--- config.mk ---
export PLATFORM = sky130hd
export DESIGN_NAME = digit_board
export DESIGN_NICKNAME = d
export VERILOG_FILES = /design/src/rtl/digit_board_pkg.sv /design/src/rtl/digit_board_seg_glyph.sv /design/src/rtl/digit_board.sv
export SDC_FILE = /design/constraint.sdc
export NUM_CORES = 1
export LEC_CHECK = 0
export ABC_AREA = 1
export ABC_CLOCK_PERIOD_IN_PS = 2200
export CORE_MARGIN = 4
export CORE_UTILIZATION = 30
export DETAILED_ROUTE_END_ITERATION = 10
export PLACE_DENSITY_LB_ADDON = 0.05
export SETUP_SLACK_MARGIN = 0.5
export SLEW_MARGIN = 20
export SYNTH_ARGS = -nofsm -noshare
export SYNTH_HDL_FRONTEND = slang
export SYNTH_SLANG_ARGS = --single-unit
--- constraint.sdc ---
create_clock -name clk -period 2.2 [get_ports clk]
set_input_delay 0.66 -clock clk [delete_from_list [all_inputs] [get_ports clk]]
set_output_delay 0.66 -clock clk [all_outputs]
set_load 0.005 [all_outputs]
--- src/rtl/digit_board_pkg.sv ---
// digit_board_pkg: shared constants and types for the digit_board panel.
//   - Cell/stroke/pitch geometry (pixels, cell- or panel-relative)
//   - Seven-segment patterns, bit order {g,f,e,d,c,b,a}
//   - Converter FSM state type
package digit_board_pkg;

  localparam int STROKE  = 10;
  localparam int CELL_W  = 30;
  localparam int CELL_H  = 50;
  localparam int PITCH   = 40;
  localparam int MARGIN  = 10;
  localparam int PANEL_H = 70;

  localparam logic [6:0] SEG_0 = 7'h3F;
  localparam logic [6:0] SEG_1 = 7'h06;
  localparam logic [6:0] SEG_2 = 7'h5B;
  localparam logic [6:0] SEG_3 = 7'h4F;
  localparam logic [6:0] SEG_4 = 7'h66;
  localparam logic [6:0] SEG_5 = 7'h6D;
  localparam logic [6:0] SEG_6 = 7'h7D;
  localparam logic [6:0] SEG_7 = 7'h07;
  localparam logic [6:0] SEG_8 = 7'h7F;
  localparam logic [6:0] SEG_9 = 7'h6F;

  typedef enum logic [1:0] {
    ST_IDLE  = 2'd0,
    ST_SHIFT = 2'd1,
    ST_DONE  = 2'd2
  } conv_state_e;

  function automatic logic [6:0] seg_pattern(input logic [3:0] d);
    case (d)
      4'd0:    seg_pattern = SEG_0;
      4'd1:    seg_pattern = SEG_1;
      4'd2:    seg_pattern = SEG_2;
      4'd3:    seg_pattern = SEG_3;
      4'd4:    seg_pattern = SEG_4;
      4'd5:    seg_pattern = SEG_5;
      4'd6:    seg_pattern = SEG_6;
      4'd7:    seg_pattern = SEG_7;
      4'd8:    seg_pattern = SEG_8;
      4'd9:    seg_pattern = SEG_9;
      default: seg_pattern = 7'h00;
    endcase
  endfunction

  function automatic int pow10(input int n);
    int r;
    r = 1;
    for (int i = 0; i < n; i++) r = r * 10;
    return r;
  endfunction

endpackage

--- src/rtl/digit_board_seg_glyph.sv ---
// seg_glyph: combinational glyph lookup for one 30x50 digit cell.
//   digit_i [3:0] : BCD digit to draw
//   cx_i    [5:0] : cell-relative column (0..29 inside the cell)
//   cy_i    [5:0] : cell-relative row    (0..49 inside the cell)
//   lit_o         : pixel belongs to a lit segment of the digit
module seg_glyph
  import digit_board_pkg::*;
(
  input  logic [3:0] digit_i,
  input  logic [5:0] cx_i,
  input  logic [5:0] cy_i,
  output logic       lit_o
);

  logic [6:0] pat;
  int         ix;
  int         iy;

  always_comb begin
    pat   = seg_pattern(digit_i);
    ix    = 32'(cx_i);
    iy    = 32'(cy_i);
    lit_o = 1'b0;
    if (ix < CELL_W && iy < CELL_H) begin
      // Horizontal strokes span the full cell width; vertical strokes the
      // left or right 10 columns, upper or lower half (overlapping row 20-29).
      lit_o = (pat[0] && iy < STROKE)
           || (pat[6] && iy >= 2*STROKE && iy < 3*STROKE)
           || (pat[3] && iy >= 4*STROKE)
           || (pat[5] && ix < STROKE && iy < 3*STROKE)
           || (pat[1] && ix >= 2*STROKE && iy < 3*STROKE)
           || (pat[4] && ix < STROKE && iy >= 2*STROKE)
           || (pat[2] && ix >= 2*STROKE && iy >= 2*STROKE);
    end
  end

endmodule

--- src/rtl/digit_board.sv ---
// digit_board: overlay panel showing a binary value as NDIG decimal digits.
//   clk, rst            : pixel clock, async active-high reset
//   x, y                : current pixel coordinates
//   frame_start         : pulse at the first pixel of each frame
//   value, value_valid  : binary value and load request
//   ready               : converter idle, a new value will be accepted
//   blink               : blink mode enable
//   rgb, stbd_valid     : registered pixel colour / inside-panel flag
//
// Converter FSM
//   state    | meaning
//   ST_IDLE  | waiting for value_valid, ready=1
//   ST_SHIFT | double-dabble iterations, timer counts down from VW
//   ST_DONE  | write result (or saturated 9s) to pending register
module digit_board
  import digit_board_pkg::*;
#(
  parameter int         NDIG     = 2,
  parameter int         VW       = 14,
  parameter int         X0       = 520,
  parameter int         Y0       = 0,
  parameter logic [2:0] FG       = 3'b110,
  parameter logic [2:0] BG       = 3'b011,
  parameter int         LZB      = 1,
  parameter int         BLINK_FR = 30
) (
  input  logic          clk,
  input  logic          rst,
  input  logic [9:0]    x,
  input  logic [9:0]    y,
  input  logic          frame_start,
  input  logic [VW-1:0] value,
  input  logic          value_valid,
  output logic          ready,
  input  logic          blink,
  output logic [2:0]    rgb,
  output logic          stbd_valid
);

  localparam int BW      = 4*NDIG;
  localparam int TW      = $clog2(VW+1);
  localparam int FW      = (BLINK_FR > 1) ? $clog2(BLINK_FR) : 1;
  localparam int MAXV    = pow10(NDIG) - 1;
  localparam int PANEL_W = PITCH*NDIG + 2*MARGIN;
  localparam logic [BW-1:0] ALL9 = {NDIG{4'd9}};

  conv_state_e   state_q, state_d;
  logic [TW-1:0] tc_q, tc_d;
  logic [VW-1:0] bin_q, bin_d;
  logic [BW-1:0] bcd_q, bcd_d;
  logic          sat_q, sat_d;
  logic [BW-1:0] pend_q, pend_d;
  logic [BW-1:0] disp_q, disp_d;
  logic [FW-1:0] fcnt_q, fcnt_d;
  logic          phase_q, phase_d;
  logic [2:0]    rgb_q, rgb_d;
  logic          valid_q, valid_d;
  logic [BW-1:0] adj;

  // Converter: the timer reaching zero is seen one cycle after the last
  // iteration, so SHIFT spans VW+1 cycles and ready is low for VW+2.
  always_comb begin
    state_d = state_q;
    tc_d    = tc_q;
    bin_d   = bin_q;
    bcd_d   = bcd_q;
    sat_d   = sat_q;
    pend_d  = pend_q;
    ready   = 1'b0;
    adj     = bcd_q;
    for (int i = 0; i < NDIG; i++) begin
      if (adj[4*i +: 4] >= 4'd5) adj[4*i +: 4] = adj[4*i +: 4] + 4'd3;
    end
    case (state_q)
      ST_IDLE: begin
        ready = 1'b1;
        if (value_valid) begin
          bin_d   = value;
          bcd_d   = '0;
          sat_d   = (32'(value) > 32'(MAXV));
          tc_d    = TW'(VW);
          state_d = ST_SHIFT;
        end
      end
      ST_SHIFT: begin
        if (tc_q != '0) begin
          {bcd_d, bin_d} = {adj, bin_q} << 1;
          tc_d = tc_q - TW'(1);
        end else begin
          state_d = ST_DONE;
        end
      end
      ST_DONE: begin
        pend_d  = sat_q ? ALL9 : bcd_q;
        state_d = ST_IDLE;
      end
      default: state_d = ST_IDLE;
    endcase
  end

  // Display latch and blink timing, both advanced only by frame_start.
  always_comb begin
    disp_d  = disp_q;
    fcnt_d  = fcnt_q;
    phase_d = phase_q;
    if (frame_start) begin
      // A result completing in this very cycle is shown immediately.
      disp_d = (state_q == ST_DONE) ? pend_d : pend_q;
      if (fcnt_q == FW'(BLINK_FR-1)) begin
        fcnt_d  = '0;
        phase_d = ~phase_q;
      end else begin
        fcnt_d = fcnt_q + FW'(1);
      end
    end
  end

  int         rx;
  int         ry;
  logic       in_panel;
  logic       in_cell;
  logic [3:0] cur_dig;
  logic       cur_blank;
  logic [5:0] cx;
  logic [5:0] cy;
  logic       lead;
  logic [NDIG-1:0] blank;
  logic       lit;

  always_comb begin
    lead  = 1'b1;
    blank = '0;
    for (int k = 0; k < NDIG; k++) begin
      if (k < NDIG-1) begin
        lead     = lead && (disp_q[4*(NDIG-1-k) +: 4] == 4'd0);
        blank[k] = (LZB != 0) && lead;
      end
    end
  end

  always_comb begin
    rx        = int'(x) - X0;
    ry        = int'(y) - Y0;
    in_panel  = (rx >= 0) && (rx < PANEL_W) && (ry >= 0) && (ry < PANEL_H);
    in_cell   = 1'b0;
    cur_dig   = 4'd0;
    cur_blank = 1'b0;
    cx        = 6'd0;
    cy        = 6'(ry - MARGIN);
    for (int k = 0; k < NDIG; k++) begin
      if (rx >= MARGIN + PITCH*k && rx < MARGIN + PITCH*k + CELL_W) begin
        in_cell   = 1'b1;
        cx        = 6'(rx - MARGIN - PITCH*k);
        cur_dig   = disp_q[4*(NDIG-1-k) +: 4];
        cur_blank = blank[k];
      end
    end
    in_cell = in_cell && (ry >= MARGIN) && (ry < MARGIN + CELL_H);
  end

  seg_glyph u_glyph (
    .digit_i (cur_dig),
    .cx_i    (cx),
    .cy_i    (cy),
    .lit_o   (lit)
  );

  always_comb begin
    valid_d = in_panel;
    rgb_d   = 3'b000;
    if (in_panel) begin
      rgb_d = (in_cell && lit && !cur_blank && !(blink && phase_q)) ? FG : BG;
    end
  end

  always_ff @(posedge clk or posedge rst) begin
    if (rst) begin
      state_q <= ST_IDLE;
      tc_q    <= '0;
      bin_q   <= '0;
      bcd_q   <= '0;
      sat_q   <= 1'b0;
      pend_q  <= '0;
      disp_q  <= '0;
      fcnt_q  <= '0;
      phase_q <= 1'b0;
      rgb_q   <= 3'b000;
      valid_q <= 1'b0;
    end else begin
      state_q <= state_d;
      tc_q    <= tc_d;
      bin_q   <= bin_d;
      bcd_q   <= bcd_d;
      sat_q   <= sat_d;
      pend_q  <= pend_d;
      disp_q  <= disp_d;
      fcnt_q  <= fcnt_d;
      phase_q <= phase_d;
      rgb_q   <= rgb_d;
      valid_q <= valid_d;
    end
  end

  assign rgb        = rgb_q;
  assign stbd_valid = valid_q;

endmodule

==> impl_results.md <==
* Final Hold Vio Count at 0
* Syn nets at between 500 and 600
* Placer congestion estimate at 0.816
* Reg2Reg Setup Slack at 0.60 ns
* Clock tree root buffer cell: clkbuf_16
* Fmax at 362 MHz
* Syn Area/Cell at around 7.5 um^2
* Reg clk slew, reported paths at approximately 0.070 ns
* Layout cells sized above 1 at between 20% and 30%
* Tmin final at 2.77 ns
* Total wire length at slightly above 9 mm
* Hold Path Class: register to register
* Die span in y at between 100 and 150 um
* Global Route Usage Sum at between 10% and 20%
* Initial drt markers at 120
* Async SR Flop Fraction at 100%
* Cell mode on critical path: nand2_1
* Synth Instances at about 480
* Number of antenna violations at the first check in global routing at 0
* Core area at between 0.01 and 0.015 mm^2
* Clk Latency, worst-skew pair at about 0.29 ns
* Area of the multi-input gates at 0.00219 mm^2
* Antenna cells at 0
* Final setup violation count at 2
* Number of CTS-inserted buffers at 5
* WL/cell at around 13 um
* Starting Density at a little over 30%
* RSZ-0062 raised after global routing: true
* Hold_buf cts at 0
* Register area at between 0.001 and 0.0015 mm^2
* Place WS at -1.34 ns
* Final period util at 126%
* Post-synth top cells: nand2_1, inv_1, dfrtp_1, o21ai_0, nor2_1
* Post-Syn Area at around 0.0036 mm^2
* CTS sink cnt at between 50 and 60
* Number of synthesized flops with an enable pin at 0
* Row count at 39
* Port buffer count at between 40 and 50
* Worst setup margin at -0.566 ns
* Startpoint types: input port
* Routed via count at 3,454
* CTS tree: done
* Setup crit end kind: register
* Worst EP required at around 2.4 ns
* Top cells by area, synth: dfrtp_1, nand2_1, inv_1
* Count leader, synth: nand2_1
* Max incr delay on CP at between 0.2 and 0.25 ns
* Run status: finished with violations
* Via density at about 4.7
* Io pins at 44
* Worst relative slew slack at 74.8%
* Failing checks: negative setup slack
* PwrDens at approximately 850 mW/mm^2
* CTS H-tree depth at 2
* Area share of the largest cell type after synthesis at 37.3%
* First-pass GRT wire length at 15.7 mm
* Total grt overflow at 0
* Top_reg_cell synth: dfrtp_1
* Pre-Repair DR Iteration Count at 4
* Arr. time, crit path at ~3.0 ns
* DIE WIDTH at 118 um
* Crit path max fanout at 4
* Final nets at 653
* Static Leak at roughly 2.5 nW
* Vias in the first global route at roughly 3.4k
* # fillers at 1,169
* Slowest CP cell: or2_0
* Clock Tree Buf Depth at 2
* DIE AREA at between 0.01 and 0.015 mm^2
* Seq cells post-synth at 54
* P&R area growth vs syn at 42.5%
* Hold Slack at slightly below 0.5 ns
* Seq/Total Area, Yosys at 37.3%
* Crit Path Class: input port to register
* Worst-Margin Slew at approximately 0.37 ns
* Post-DRT Antenna Nets at 0
* Warning count from the yosys run at 0
* Max Cap Viol at 0
* Drc violations at 0
* Maximum VDD drop at about 0.63 mV
* Skew final at 0.00355 ns
* Leading area contributor after synthesis: dfrtp_1
* Largest net degree at the start of global routing at 55
* Worst path cell trace: buf_8 > clkinvlp_4 > ha_4 > nand2_1 > nand2_1 > nand2_2 > nand2_1 > nor2_2 > nand4_1 > buf_4 > a21oi_4 > nand2_2 > nand2_4 > ha_4 > or2_0 > nand2_1 > nand2_1 > a21oi_2 > nand2_2 > a21oi_2
* HPWL after detailed placement at between 6 and 7 mm
* Max-slew violation count at 0
* Synth unique cells at between 40 and 50
## area by class of cell
type,instances,share of cell area [%]
well taps,143,3.47
inverters,83,6.38
clock inverters,3,0.412
clock buffers,5,2.42
multi-input cells,336,42.5
flip-flops and latches,54,26.2
repair inverters,2,0.242
repair buffers,109,18.4
## cells by family after synthesis
logic type / Yosys count / share of synthesized area (%)
compound gates: 101 / 17.0
flops: 54 / 37.3
simple gates: 201 / 24.9
xor+xnor: 11 / 2.66
fa+ha+maj: 23 / 7.94
buf+inv: 93 / 10.1
## worst max-delay path: cells and delay by family
| kind | cells | cell delay (ns) |
|---|---|---|
| AOI/OAI and AO/OA | 3 | 0.41 |
| buffers and inverters | 3 | 0.39 |
| and+or+nand+nor | 12 | 1.14 |
| adders and majority gates | 2 | 0.38 |
## cells in the final DEF (no fill, tap or decap), types with 4 or more instances in the layout
master,count
nand4_1,6
nand2_4,6
nor3_1,4
buf_6,6
dlygate4sd2_1,8
nand2_1,81
a21oi_1,7
nor2_1,24
nand3_1,28
clkbuf_16,5
nor2_2,13
clkdlybuf4s50_1,30
xor2_1,6
a31oi_1,9
xnor2_1,5
inv_2,10
o22ai_1,7
nand3_2,4
o211ai_1,12
nor2_4,5
inv_1,69
o21ai_0,42
ha_4,5
dfrtp_1,53
buf_4,59
ha_1,17
nand2_2,20
## stage by stage
stage          TNS (ns)  utilization [%]  area [um^2]  total power [mW]  std cells
2_1_floorplan     -1.42                -         3660              2.76        483
3_3_place_gp      -2.98             39.9         4630              3.33        713
3_5_place_dp      -3.00             39.9         4630              3.34        713
4_1_cts           -1.08             43.4         5040              4.32        730
5_1_grt           -1.41             44.4         5160              4.83        735
6_report          -1.08             44.4         5160              4.41        735
## sequential cells by signal (all words and copies together) (netlist names)
register  flops
pend_q        8
fcnt_q        5
rgb           3
bin_q        14
phase_q       1
state_q       2
bcd_q         8
disp_q        8
tc_q          4
sat_q         1
## where the power goes
part / total [mW] / internal (mW) / leakage (nW) / switching, mW
Sequential: 1.51 / 1.33 / 0.647 / 0.180
Combinational: 2.10 / 0.845 / 1.75 / 1.26
Clock: 0.801 / 0.423 / 0.0698 / 0.378
Total: 4.41 / 2.59 / 2.47 / 1.82
## worst paths after layout
path,end,from,cells past startpoint
worst max register to register,rgb[0],disp_q[5],10
worst min-delay path,bin_q[12],bin_q[12],2
worst max-delay path,rgb[0],x[3],20
min in group asynchronous,rgb[1],rst,3
max in group asynchronous,state_q[0],rst,3
worst min register to register,bin_q[12],bin_q[12],2
## layer usage
metal | global-route usage (%) | up-vias | wire length [um]
li1 | - | 1799 | -
met3 | 3.32 | 9 | 357
met1 | 16.6 | 1594 | 4370
met4 | 3.66 | 0 | 133
met2 | 23.2 | 52 | 4490
met5 | 0 | - | 0
## timing repair
| action | 4_1_cts | 5_1_grt |
|---|---|---|
| pin swaps | 38 | 23 |
| endpoints found under the hold margin | 0 | 0 |
| gates cloned | 0 | 2 |
| resized for setup | 79 | 28 |
| buffers inserted | 9 | 3 |
| setup endpoints to repair | 32 | 22 |
No activity file was read; power rests on OpenSTA's default activity.
